===== src/rtl/quad_encoder_ctrl.sv =====
// Rotary encoder front end: synchronised/debounced A, B and PB, detent counter with
// wrap or saturate, and short/long/double press classification.
module quad_encoder_ctrl #(
    parameter int unsigned CNT_W       = 4,
    parameter int unsigned DEB_CYCLES  = 8,
    parameter int unsigned STEPS_DET   = 4,
    parameter int unsigned WRAP        = 1,
    parameter int unsigned LONG_CYCLES = 1000,
    parameter int unsigned DBL_CYCLES  = 300
) (
    input  logic             clk,
    input  logic             rstn,
    input  logic             en,
    input  logic             A,
    input  logic             B,
    input  logic             PB,
    input  logic             clr,
    output logic [CNT_W-1:0] cnt,
    output logic             step,
    output logic             dir,
    output logic             pb_valid,
    output logic [1:0]       pb_press_type
);

    localparam int unsigned DEB_W   = $clog2(DEB_CYCLES + 1);
    localparam int unsigned ACC_W   = $clog2(STEPS_DET + 1) + 1;
    localparam int unsigned TMR_MAX = (LONG_CYCLES > DBL_CYCLES) ? LONG_CYCLES : DBL_CYCLES;
    localparam int unsigned TMR_W   = $clog2(TMR_MAX + 1);

    // Bit order {PB, A, B}; encoder idles high, button idles low.
    localparam logic [2:0] RST_VAL = 3'b011;

    localparam logic signed [ACC_W-1:0] ACC_ONE = ACC_W'(1);
    localparam logic signed [ACC_W-1:0] ACC_MAX = ACC_W'(STEPS_DET);
    localparam logic signed [ACC_W-1:0] ACC_MIN = -ACC_MAX;
    localparam logic [CNT_W-1:0]        CNT_TOP = '1;

    localparam logic [TMR_W-1:0] TMR_TOP  = TMR_W'(TMR_MAX);
    localparam logic [TMR_W-1:0] LONG_LIM = TMR_W'(LONG_CYCLES - 1);
    localparam logic [TMR_W-1:0] DBL_LIM  = TMR_W'(DBL_CYCLES - 1);

    localparam logic [1:0] TYPE_SHORT  = 2'b01;
    localparam logic [1:0] TYPE_LONG   = 2'b10;
    localparam logic [1:0] TYPE_DOUBLE = 2'b11;

    typedef enum logic [2:0] {
        StIdle,
        StPressed,
        StHeld,
        StWait2,
        StPressed2
    } pb_state_e;

    logic [2:0]       w_raw;
    logic [2:0]       r_sync1;
    logic [2:0]       r_sync2;
    logic [2:0]       r_filt;
    logic [DEB_W-1:0] r_deb [3];

    assign w_raw = {PB, A, B};

    always_ff @(posedge clk or negedge rstn) begin
        if (!rstn) begin
            r_sync1 <= RST_VAL;
            r_sync2 <= RST_VAL;
            r_filt  <= RST_VAL;
            for (int i = 0; i < 3; i++) r_deb[i] <= '0;
        end else begin
            r_sync1 <= w_raw;
            r_sync2 <= r_sync1;
            for (int i = 0; i < 3; i++) begin
                if (r_sync2[i] == r_filt[i]) begin
                    r_deb[i] <= '0;
                end else if (r_deb[i] == DEB_W'(DEB_CYCLES)) begin
                    r_filt[i] <= r_sync2[i];
                    r_deb[i]  <= '0;
                end else begin
                    r_deb[i] <= r_deb[i] + DEB_W'(1);
                end
            end
        end
    end

    // Position along the Gray cycle 00->01->11->10.
    function automatic logic [1:0] gray_pos(input logic [1:0] ab);
        return {ab[1], ab[1] ^ ab[0]};
    endfunction

    logic [1:0]              w_ab_cur;
    logic [1:0]              r_ab_prev;
    logic [1:0]              w_delta;
    logic                    w_up;
    logic                    w_dn;
    logic signed [ACC_W-1:0] r_acc;
    logic signed [ACC_W-1:0] w_acc_sum;
    logic signed [ACC_W-1:0] w_acc_nxt;
    logic [CNT_W-1:0]        r_cnt;
    logic [CNT_W-1:0]        w_cnt_nxt;
    logic                    r_step;
    logic                    w_step_nxt;
    logic                    r_dir;
    logic                    w_dir_nxt;

    assign w_ab_cur = r_filt[1:0];
    assign w_delta  = gray_pos(w_ab_cur) - gray_pos(r_ab_prev);
    assign w_up     = en && (w_delta == 2'd3);
    assign w_dn     = en && (w_delta == 2'd1);

    always_comb begin
        w_acc_sum  = r_acc;
        w_acc_nxt  = r_acc;
        w_cnt_nxt  = r_cnt;
        w_step_nxt = 1'b0;
        w_dir_nxt  = r_dir;
        if (w_up) w_acc_sum = r_acc + ACC_ONE;
        if (w_dn) w_acc_sum = r_acc - ACC_ONE;
        if (clr) begin
            w_acc_nxt = '0;
            w_cnt_nxt = '0;
        end else if (w_up || w_dn) begin
            if (w_acc_sum == ACC_MAX) begin
                w_acc_nxt = '0;
                if (WRAP != 0 || r_cnt != CNT_TOP) begin
                    w_cnt_nxt  = r_cnt + CNT_W'(1);
                    w_step_nxt = 1'b1;
                    w_dir_nxt  = 1'b1;
                end
            end else if (w_acc_sum == ACC_MIN) begin
                w_acc_nxt = '0;
                if (WRAP != 0 || r_cnt != '0) begin
                    w_cnt_nxt  = r_cnt - CNT_W'(1);
                    w_step_nxt = 1'b1;
                    w_dir_nxt  = 1'b0;
                end
            end else begin
                w_acc_nxt = w_acc_sum;
            end
        end
    end

    always_ff @(posedge clk or negedge rstn) begin
        if (!rstn) begin
            r_ab_prev <= RST_VAL[1:0];
            r_acc     <= '0;
            r_cnt     <= '0;
            r_step    <= 1'b0;
            r_dir     <= 1'b0;
        end else begin
            r_ab_prev <= w_ab_cur;
            r_acc     <= w_acc_nxt;
            r_cnt     <= w_cnt_nxt;
            r_step    <= w_step_nxt;
            r_dir     <= w_dir_nxt;
        end
    end

    assign cnt  = r_cnt;
    assign step = r_step;
    assign dir  = r_dir;

    pb_state_e        r_state;
    pb_state_e        w_state_nxt;
    logic [TMR_W-1:0] r_tmr;
    logic [TMR_W-1:0] w_tmr_nxt;
    logic             r_pb_prev;
    logic             w_pb_rise;
    logic             w_pb_fall;
    logic             w_emit;
    logic [1:0]       w_emit_type;
    logic             r_pb_valid;
    logic [1:0]       r_pb_type;

    assign w_pb_rise = r_filt[2] & ~r_pb_prev;
    assign w_pb_fall = ~r_filt[2] & r_pb_prev;

    always_comb begin
        w_state_nxt = r_state;
        w_emit      = 1'b0;
        w_emit_type = TYPE_SHORT;
        if (en) begin
            unique case (r_state)
                StIdle: begin
                    if (w_pb_rise) w_state_nxt = StPressed;
                end
                StPressed: begin
                    if (w_pb_fall) begin
                        w_state_nxt = StWait2;
                    end else if (r_tmr == LONG_LIM) begin
                        w_state_nxt = StHeld;
                        w_emit      = 1'b1;
                        w_emit_type = TYPE_LONG;
                    end
                end
                StHeld: begin
                    if (w_pb_fall) w_state_nxt = StIdle;
                end
                StWait2: begin
                    // A second press landing on the timeout cycle is too late.
                    if (r_tmr == DBL_LIM) begin
                        w_state_nxt = StIdle;
                        w_emit      = 1'b1;
                        w_emit_type = TYPE_SHORT;
                    end else if (w_pb_rise) begin
                        w_state_nxt = StPressed2;
                    end
                end
                StPressed2: begin
                    if (w_pb_fall) begin
                        w_state_nxt = StIdle;
                        w_emit      = 1'b1;
                        w_emit_type = TYPE_DOUBLE;
                    end
                end
                default: w_state_nxt = StIdle;
            endcase
        end else begin
            w_state_nxt = StIdle;
        end
        if (!en || w_state_nxt != r_state) begin
            w_tmr_nxt = '0;
        end else if (r_tmr == TMR_TOP) begin
            w_tmr_nxt = r_tmr;
        end else begin
            w_tmr_nxt = r_tmr + TMR_W'(1);
        end
    end

    always_ff @(posedge clk or negedge rstn) begin
        if (!rstn) begin
            r_state    <= StIdle;
            r_tmr      <= '0;
            r_pb_prev  <= RST_VAL[2];
            r_pb_valid <= 1'b0;
            r_pb_type  <= 2'b00;
        end else begin
            r_state    <= w_state_nxt;
            r_tmr      <= w_tmr_nxt;
            r_pb_prev  <= r_filt[2];
            r_pb_valid <= w_emit;
            if (w_emit) r_pb_type <= w_emit_type;
        end
    end

    assign pb_valid      = r_pb_valid;
    assign pb_press_type = r_pb_type;

endmodule


===== config.mk =====
export PLATFORM = sky130hd
export DESIGN_NAME = quad_encoder_ctrl
export DESIGN_NICKNAME = d
export VERILOG_FILES = /design/src/rtl/quad_encoder_ctrl.sv
export SDC_FILE = /design/constraint.sdc
export NUM_CORES = 1
export LEC_CHECK = 0
export BUFFER_PORTS_ARGS = -buffer_cell sky130_fd_sc_hd__buf_2
export CELL_PAD_IN_SITES_DETAIL_PLACEMENT = 2
export CELL_PAD_IN_SITES_GLOBAL_PLACEMENT = 2
export CORE_MARGIN = 3
export CORE_UTILIZATION = 25
export CTS_CLUSTER_DIAMETER = 100
export CTS_CLUSTER_SIZE = 8
export DETAILED_ROUTE_END_ITERATION = 8
export PLACE_DENSITY = 0.51
export SETUP_SLACK_MARGIN = 0.5
export SYNTH_ARGS = -nofsm -noshare
export SYNTH_HDL_FRONTEND = slang
export SYNTH_SLANG_ARGS = --single-unit
export TNS_END_PERCENT = 1

===== constraint.sdc =====
create_clock -name clk -period 5.1 [get_ports clk]
set_input_delay 0.765 -clock clk [delete_from_list [all_inputs] [get_ports clk]]
set_output_delay 0.765 -clock clk [all_outputs]
set_load 0.05 [all_outputs]

==> results of run 1 <==
==> state kept, by name (all words and copies together), names as in the netlist <==
register and count:
r_deb 12, r_tmr 10, cnt 4, r_acc 4, r_filt 3, r_state 3, r_sync1 3, r_sync2 3
pb_press_type 2, r_ab_prev 2, dir 1, pb_valid 1, r_pb_prev 1, step 1
==> power by group through the flow <==
stage	Sequential [mW]	Combinational [mW]	Clock, mW
detailed placement	0.476	0.228	0
finish	0.468	0.220	0.289
global route	0.476	0.259	0.327
floorplan	0.466	0.176	0
CTS	0.469	0.230	0.312
global placement	0.476	0.224	0
==> synth_stat cells, drive strengths merged <==
cell type / n
a21boi: 1
or3b: 1
or2b: 1
nand3b: 4
nand3: 11
nor3: 9
o21ai: 4
a21oi: 10
nor2: 32
xor2: 5
dfstp: 8
fa: 1
a211oi: 3
xnor3: 1
a31oi: 3
a311oi: 1
o21a: 3
mux4: 1
inv: 16
a22o: 1
and2: 1
xnor2: 18
nand4: 2
buf: 1
nand2b: 7
mux2i: 5
nor3b: 3
clkbuf: 3
mux2: 6
and2b: 1
o211ai: 1
or4: 1
ha: 13
o22ai: 1
nand2: 14
nor4bb: 1
dfrtp: 42
nor2b: 8
and3: 1
a21o: 2
nor4b: 1
and3b: 3
==> routing by layer <==
layer	vias to the layer above	track usage (%)	share of wire, %
met5	-	0	0
li1	883	-	-
met3	5	2.45	3.0
met4	0	3.52	1.5
met1	911	14.1	47
met2	15	17.5	49
==> metrics by stage <==
step	cells	hold slack, ps
after floorplan	251	331
after global placement	396	334
after detailed placement	396	336
after CTS	404	360
after global routing	404	367
final	404	355
==> placed cells by master (no fill, tap or decap), types with 2 or more instances in the layout <==
| cell type | n |
|---|---|
| a211oi_1 | 3 |
| a21oi_1 | 10 |
| a31oi_1 | 3 |
| and3b_1 | 3 |
| buf_2 | 15 |
| clkbuf_8 | 5 |
| dfrtp_1 | 42 |
| dfstp_2 | 8 |
| ha_1 | 13 |
| inv_1 | 16 |
| mux2_2 | 4 |
| mux2i_1 | 5 |
| nand2_1 | 14 |
| nand2b_1 | 7 |
| nand3_1 | 11 |
| nand3b_1 | 4 |
| nand4_1 | 2 |
| nor2_1 | 32 |
| nor2b_1 | 8 |
| nor3_1 | 8 |
| nor3b_1 | 3 |
| o21a_1 | 3 |
| o21ai_0 | 4 |
| xnor2_1 | 17 |
| xor2_1 | 5 |
==> how the worst min path moves through the flow <==
stage	endpoint	slack, ps	cells past startpoint
floorplan	r_sync2[2]$_DFF_PN0_	330	0
global placement	r_sync2[2]$_DFF_PN0_	330	0
detailed placement	r_sync2[2]$_DFF_PN0_	340	0
CTS	r_sync2[2]$_DFF_PN0_	360	0
global route	r_sync2[0]$_DFF_PN1_	370	0
finish	r_sync2[2]$_DFF_PN0_	360	0
==> worst reg2reg max path, cell delays in order, from the launching register on <==
cell,delay (ps)
dfstp_2,610
xnor2_1,90
ha_1,300
nand2b_1,260
or4_1,430
mux2i_1,290
xnor2_1,220
or3b_2,500
ha_1,290
a21o_1,170
a21oi_1,160
xnor3_1,230
nand2_1,90
mux2_4,290
==> logic make-up (layout without fill, tap and decap cells) <==
logic type      Yosys count  after routing  share of synthesized area (%)
buf+inv                  20             40                           2.91
mux                      12             12                           5.49
simple gates            101            101                           20.4
flops                    50             50                           48.1
fa+ha+maj                14             14                           6.97
compound gates           30             30                           7.21
xor+xnor                 24             24                           8.83
==> final cells by class <==
class / count / area, µm²
sequential: 50 / 1260
tap: 133 / 166
multi-input combinational: 181 / 1280
clock inverter: 3 / 43.8
clock buffer: 5 / 68.8
timing repair buffer: 16 / 82.6
fill: 1142 / 7030
inverter: 16 / 60.1
==> impl_metrics.json, run 1 <==
{
  "path_buf_inv": 0,
  "antenna_found_initial": 0,
  "syn_area_mm2": 0.00262,
  "clock_latency_ps": 310,
  "reg2reg_depth": 13,
  "synth_area_leaders": "dfrtp_1, dfstp_2, ha_1, xnor2_1, nor2_1",
  "cellPowerDensity_mw_per_mm2": 330,
  "internal-power_mw": 0.682,
  "cpMaxStageDelayCell": "dfstp_2",
  "ctsResizeCount": 0,
  "crit_path_end_kind": "flip-flop",
  "finalSetupViolCount": 0,
  "drcViolationCount": 0,
  "netlist.area_leader.share_pct": 40.1,
  "crit_fanout": 6,
  "worstSetupEndpoint": "cnt[3]$_DFFE_PN0P_",
  "h-tree-depth": 2,
  "utilization_pct": 29.7,
  "pwr-share-clk_pct": 29.6,
  "reg2reg_to": "cnt[3]$_DFFE_PN0P_",
  "first_iter_violations": 76,
  "syn_area_per_cell_um2": 10.4,
  "fin_setup_tns_ps": 0,
  "r2r-start": "r_filt[1]$_DFFE_PN1P_",
  "outcome": "completed",
  "grt_overflow": 0,
  "io_pins": 16,
  "place_congestion": 0.719,
  "layout-drive-gt1-share_pct": 16.2,
  "hpwl_mm": 3.96,
  "antenna_left": 0,
  "clock_skew_ps": 7.39,
  "clk_pin_slew_ps": 100,
  "r2r_setup_slack_ps": 1040,
  "synth_largest_area_cell": "dfrtp_1",
  "comb_power_share_pct": 22.6,
  "yosys_warnings": 0,
  "min_path_type": "flip-flop to flip-flop",
  "rsz0062_at_grt": "false",
  "p_sw_mw": 0.295,
  "finalPower_mw": 0.977,
  "dieHeight_um": 108,
  "grt_pass1_vias": 2009,
  "cts_buffer_depth": 2,
  "pwr-share-seq_pct": 47.9,
  "max_slew_margin_pct": 54.4,
  "cts_tree": "yes",
  "area_growth_pct": 13.2,
  "switching_share_pct": 30.2,
  "drv_slew": 0,
  "vias": 1814,
  "synth.distinct_cells": 48,
  "wl_per_cell_um": 13.8,
  "cts_made_buffers": 5,
  "total_leakage_power_nw": 1.31,
  "firstDrtPassIters": 4,
  "synth.yosys.seq_area_share_pct": 48.1,
  "postPlaceCellArea_mm2": 0.00285,
  "hold_violations": 0,
  "core_area_mm2": 0.0100,
  "ir_drop_mv": 0.104,
  "clock_sinks": 50,
  "fmax_mhz": 246,
  "cts_root_buf": "clkbuf_8",
  "track_usage_pct": 10.7,
  "finalNetCount": 291,
  "crit_arrival_ps": 4260,
  "worst_ep_required_time_ps": 5310,
  "crit_type": "flip-flop to flip-flop",
  "dieArea_mm2": 0.0117,
  "cpPeakStageDelay_ps": 610,
  "min_period_over_period_pct": 79.6,
  "grt_max_degree": 51,
  "crit_cells": 13,
  "cts_hold_buf": 0,
  "synth_nets": 272,
  "crit_chain": "xnor2_1 -> ha_1 -> nand2b_1 -> or4_1 -> mux2i_1 -> xnor2_1 -> or3b_2 -> ha_1 -> a21o_1 -> a21oi_1 -> xnor3_1 -> nand2_1 -> mux2_4",
  "drv_cap": 0,
  "tightest_slew_ps": 684,
  "synthCells": 251,
  "worstSetupStartpoint": "r_filt[1]$_DFFE_PN1P_",
  "chipWidth_um": 108,
  "pre_cts_ws_ps": 974,
  "numPortBuffers": 15,
  "worst_slack_ps": 1040,
  "routed_wl_mm": 5.56,
  "finalCriticalPeriod_ps": 4060,
  "min_from": "r_sync1[2]$_DFF_PN0_",
  "stdcell_area_mm2": 0.00297,
  "antenna_cells": 0,
  "start_util_pct": 26.2,
  "startpoint_type": "flip-flop",
  "grt_pass1_wl_mm": 9.98,
  "ys_ff_latch": 50,
  "viasPerCell": 4.49,
  "crit_family": "simple AND/OR/NAND/NOR gates",
  "postCtsSetupBuffers": 0,
  "fp-row-count": 36
}
Note: power is estimated with default switching activity, not from simulation.
==> run 2, diff against run 1 <==
- clock period: 5.1 -> 3.9 ns (I/O delays scaled with it)
==> run 2 against run 1 <==
Compared with the run above:
- core utilization rose by 2.4 points
- highest routed layer unchanged
- clock skew grew 1.4 ps
- setup slack worse by 680 ps
- critical path type unchanged
- maximum frequency is 15% higher
- sequential power rose by 31%
- global-route usage grew 0.53 points
==> impl_metrics.json, run 2 (synthesis gave the netlist of run 1 again) <==
{
  "h-tree-depth": 2,
  "cellPowerDensity_mw_per_mm2": 450,
  "worstSetupStartpoint": "r_ab_prev[1]$_DFF_PN1_",
  "fin_setup_tns_ps": 0,
  "dieArea_mm2": 0.0117,
  "fp-row-count": 36,
  "clock_skew_ps": 8.76,
  "hold_violations": 0,
  "total_leakage_power_nw": 1.41,
  "reg2reg_to": "cnt[3]$_DFFE_PN0P_",
  "routed_wl_mm": 6.21,
  "reg.largest.list": "r_deb: 12 flops, r_tmr: 10 flops",
  "finalSetupViolCount": 0,
  "cts_made_buffers": 5,
  "top_register": "r_deb",
  "cts_buffer_depth": 2,
  "max_slew_margin_pct": 55.1,
  "drv_slew": 0,
  "start_util_pct": 26.2,
  "whs_ps": 194,
  "grt_max_degree": 34,
  "tightest_slew_ps": 665,
  "cts_tree": "yes",
  "finalCriticalPeriod_ps": 3540,
  "drv_cap": 0,
  "first_iter_violations": 76,
  "area_growth_pct": 22.3,
  "r2r_setup_slack_ps": 360,
  "cts_root_buf": "clkbuf_8",
  "crit_arrival_ps": 3750,
  "grt_pass1_wl_mm": 10.3,
  "largest_reg_flops": 12,
  "reg2reg_depth": 13,
  "fillCellCount": 1104,
  "postPlaceCellArea_mm2": 0.00290,
  "crit_path_end_kind": "flip-flop",
  "finalNetCount": 308,
  "finalPower_mw": 1.44,
  "track_usage_pct": 11.3,
  "rsz0062_at_grt": "true",
  "vias": 1885,
  "antenna_left": 0,
  "ir_drop_mv": 0.150,
  "antenna_cells": 0,
  "io_pins": 16,
  "min_path_type": "primary input to asynchronous set/reset pin",
  "min_period_over_period_pct": 90.9,
  "fmax_mhz": 282,
  "chipWidth_um": 108,
  "numPortBuffers": 15,
  "hpwl_mm": 4.31,
  "utilization_pct": 32.1,
  "clock_sinks": 50,
  "startpoint_type": "flip-flop",
  "core_area_mm2": 0.0100,
  "drcViolationCount": 0,
  "worst_ep_required_time_ps": 4110,
  "antenna_found_initial": 0,
  "final_common_cell": "dfrtp_1",
  "crit_type": "flip-flop to flip-flop",
  "layout-drive-gt1-share_pct": 25.7,
  "layout_common_cells": "dfrtp_1, nor2_1, buf_4",
  "ff_latch_area_mm2": 0.00126,
  "grt_overflow": 0,
  "dieHeight_um": 108,
  "firstDrtPassIters": 4,
  "outcome": "completed",
  "viasPerCell": 4.48,
  "clk_pin_slew_ps": 100,
  "r2r-start": "r_ab_prev[1]$_DFF_PN1_",
  "wl_per_cell_um": 14.7,
  "crit_fanout": 2,
  "place_congestion": 0.724,
  "grt_pass1_vias": 2091,
  "clock_latency_ps": 310,
  "multi_input_area_mm2": 0.00138,
  "stdcell_area_mm2": 0.00321
}
==> run 2: changes by cell type in the layout (fill, tap and decap cells not counted), sizes merged <==
cell  change
buf      +17
==> run 2: report_power, final <==
| group | switching, mW | internal [mW] |
|---|---|---|
| sequential | 0.0490 | 0.565 |
| clock | 0.193 | 0.193 |
| combinational | 0.205 | 0.238 |
| total | 0.447 | 0.996 |
==> run 2: per-stage QoR <==
step / setup slack (ps) / instances
after global placement: 263 / 400
after floorplan: 305 / 251
after global routing: 225 / 421
after CTS: 368 / 418
after detailed placement: 195 / 400
final: 357 / 421
==> run 2: layout make-up <==
type                            count  area share (%)
Clock inverter                      3            1.37
Inverter                           16            1.87
Clock buffer                        5            2.15
Sequential cell                    50            39.3
Multi-Input combinational cell    181            43.1
Tap cell                          133            5.19
Timing Repair Buffer               33            6.95
==> run 2: layer usage <==
metal	global-route usage (%)	share of wire, %
met5	0	0
met4	3.43	1.3
met3	2.21	1.7
met2	19.6	51
met1	14.1	46
==> run 2: how the worst max path moves through the flow <==
stage                         endpoint  slack [ps]  cells past startpoint
finish              cnt[3]$_DFFE_PN0P_         360                     13
global route        cnt[3]$_DFFE_PN0P_         230                     13
CTS                 cnt[3]$_DFFE_PN0P_         370                     13
detailed placement  cnt[3]$_DFFE_PN0P_         190                     13
global placement    cnt[3]$_DFFE_PN0P_         260                     13
floorplan           cnt[3]$_DFFE_PN0P_         300                     13
==> run 2: repair_timing <==
| item | 4_1_cts | 5_1_grt |
|---|---|---|
| setup buffers | 10 | 3 |
| endpoints found under the hold margin | 0 | 0 |
| hold buffers | 0 | 0 |
| gates resized for setup | 2 | 10 |
| endpoints found under the setup margin | 1 | 3 |
| pin swaps | 5 | 2 |
==> run 2: critical path, stage by stage, from the launching register on <==
cell and delay, ps:
dfstp_2 550, xor2_1 140, ha_2 290, nand2b_4 150, or4_4 430, mux2i_4 200
xnor2_2 140, or3b_4 420, ha_4 220, a21o_1 170, a21oi_2 140, xnor3_1 210
nand2_1 90, mux2_4 290
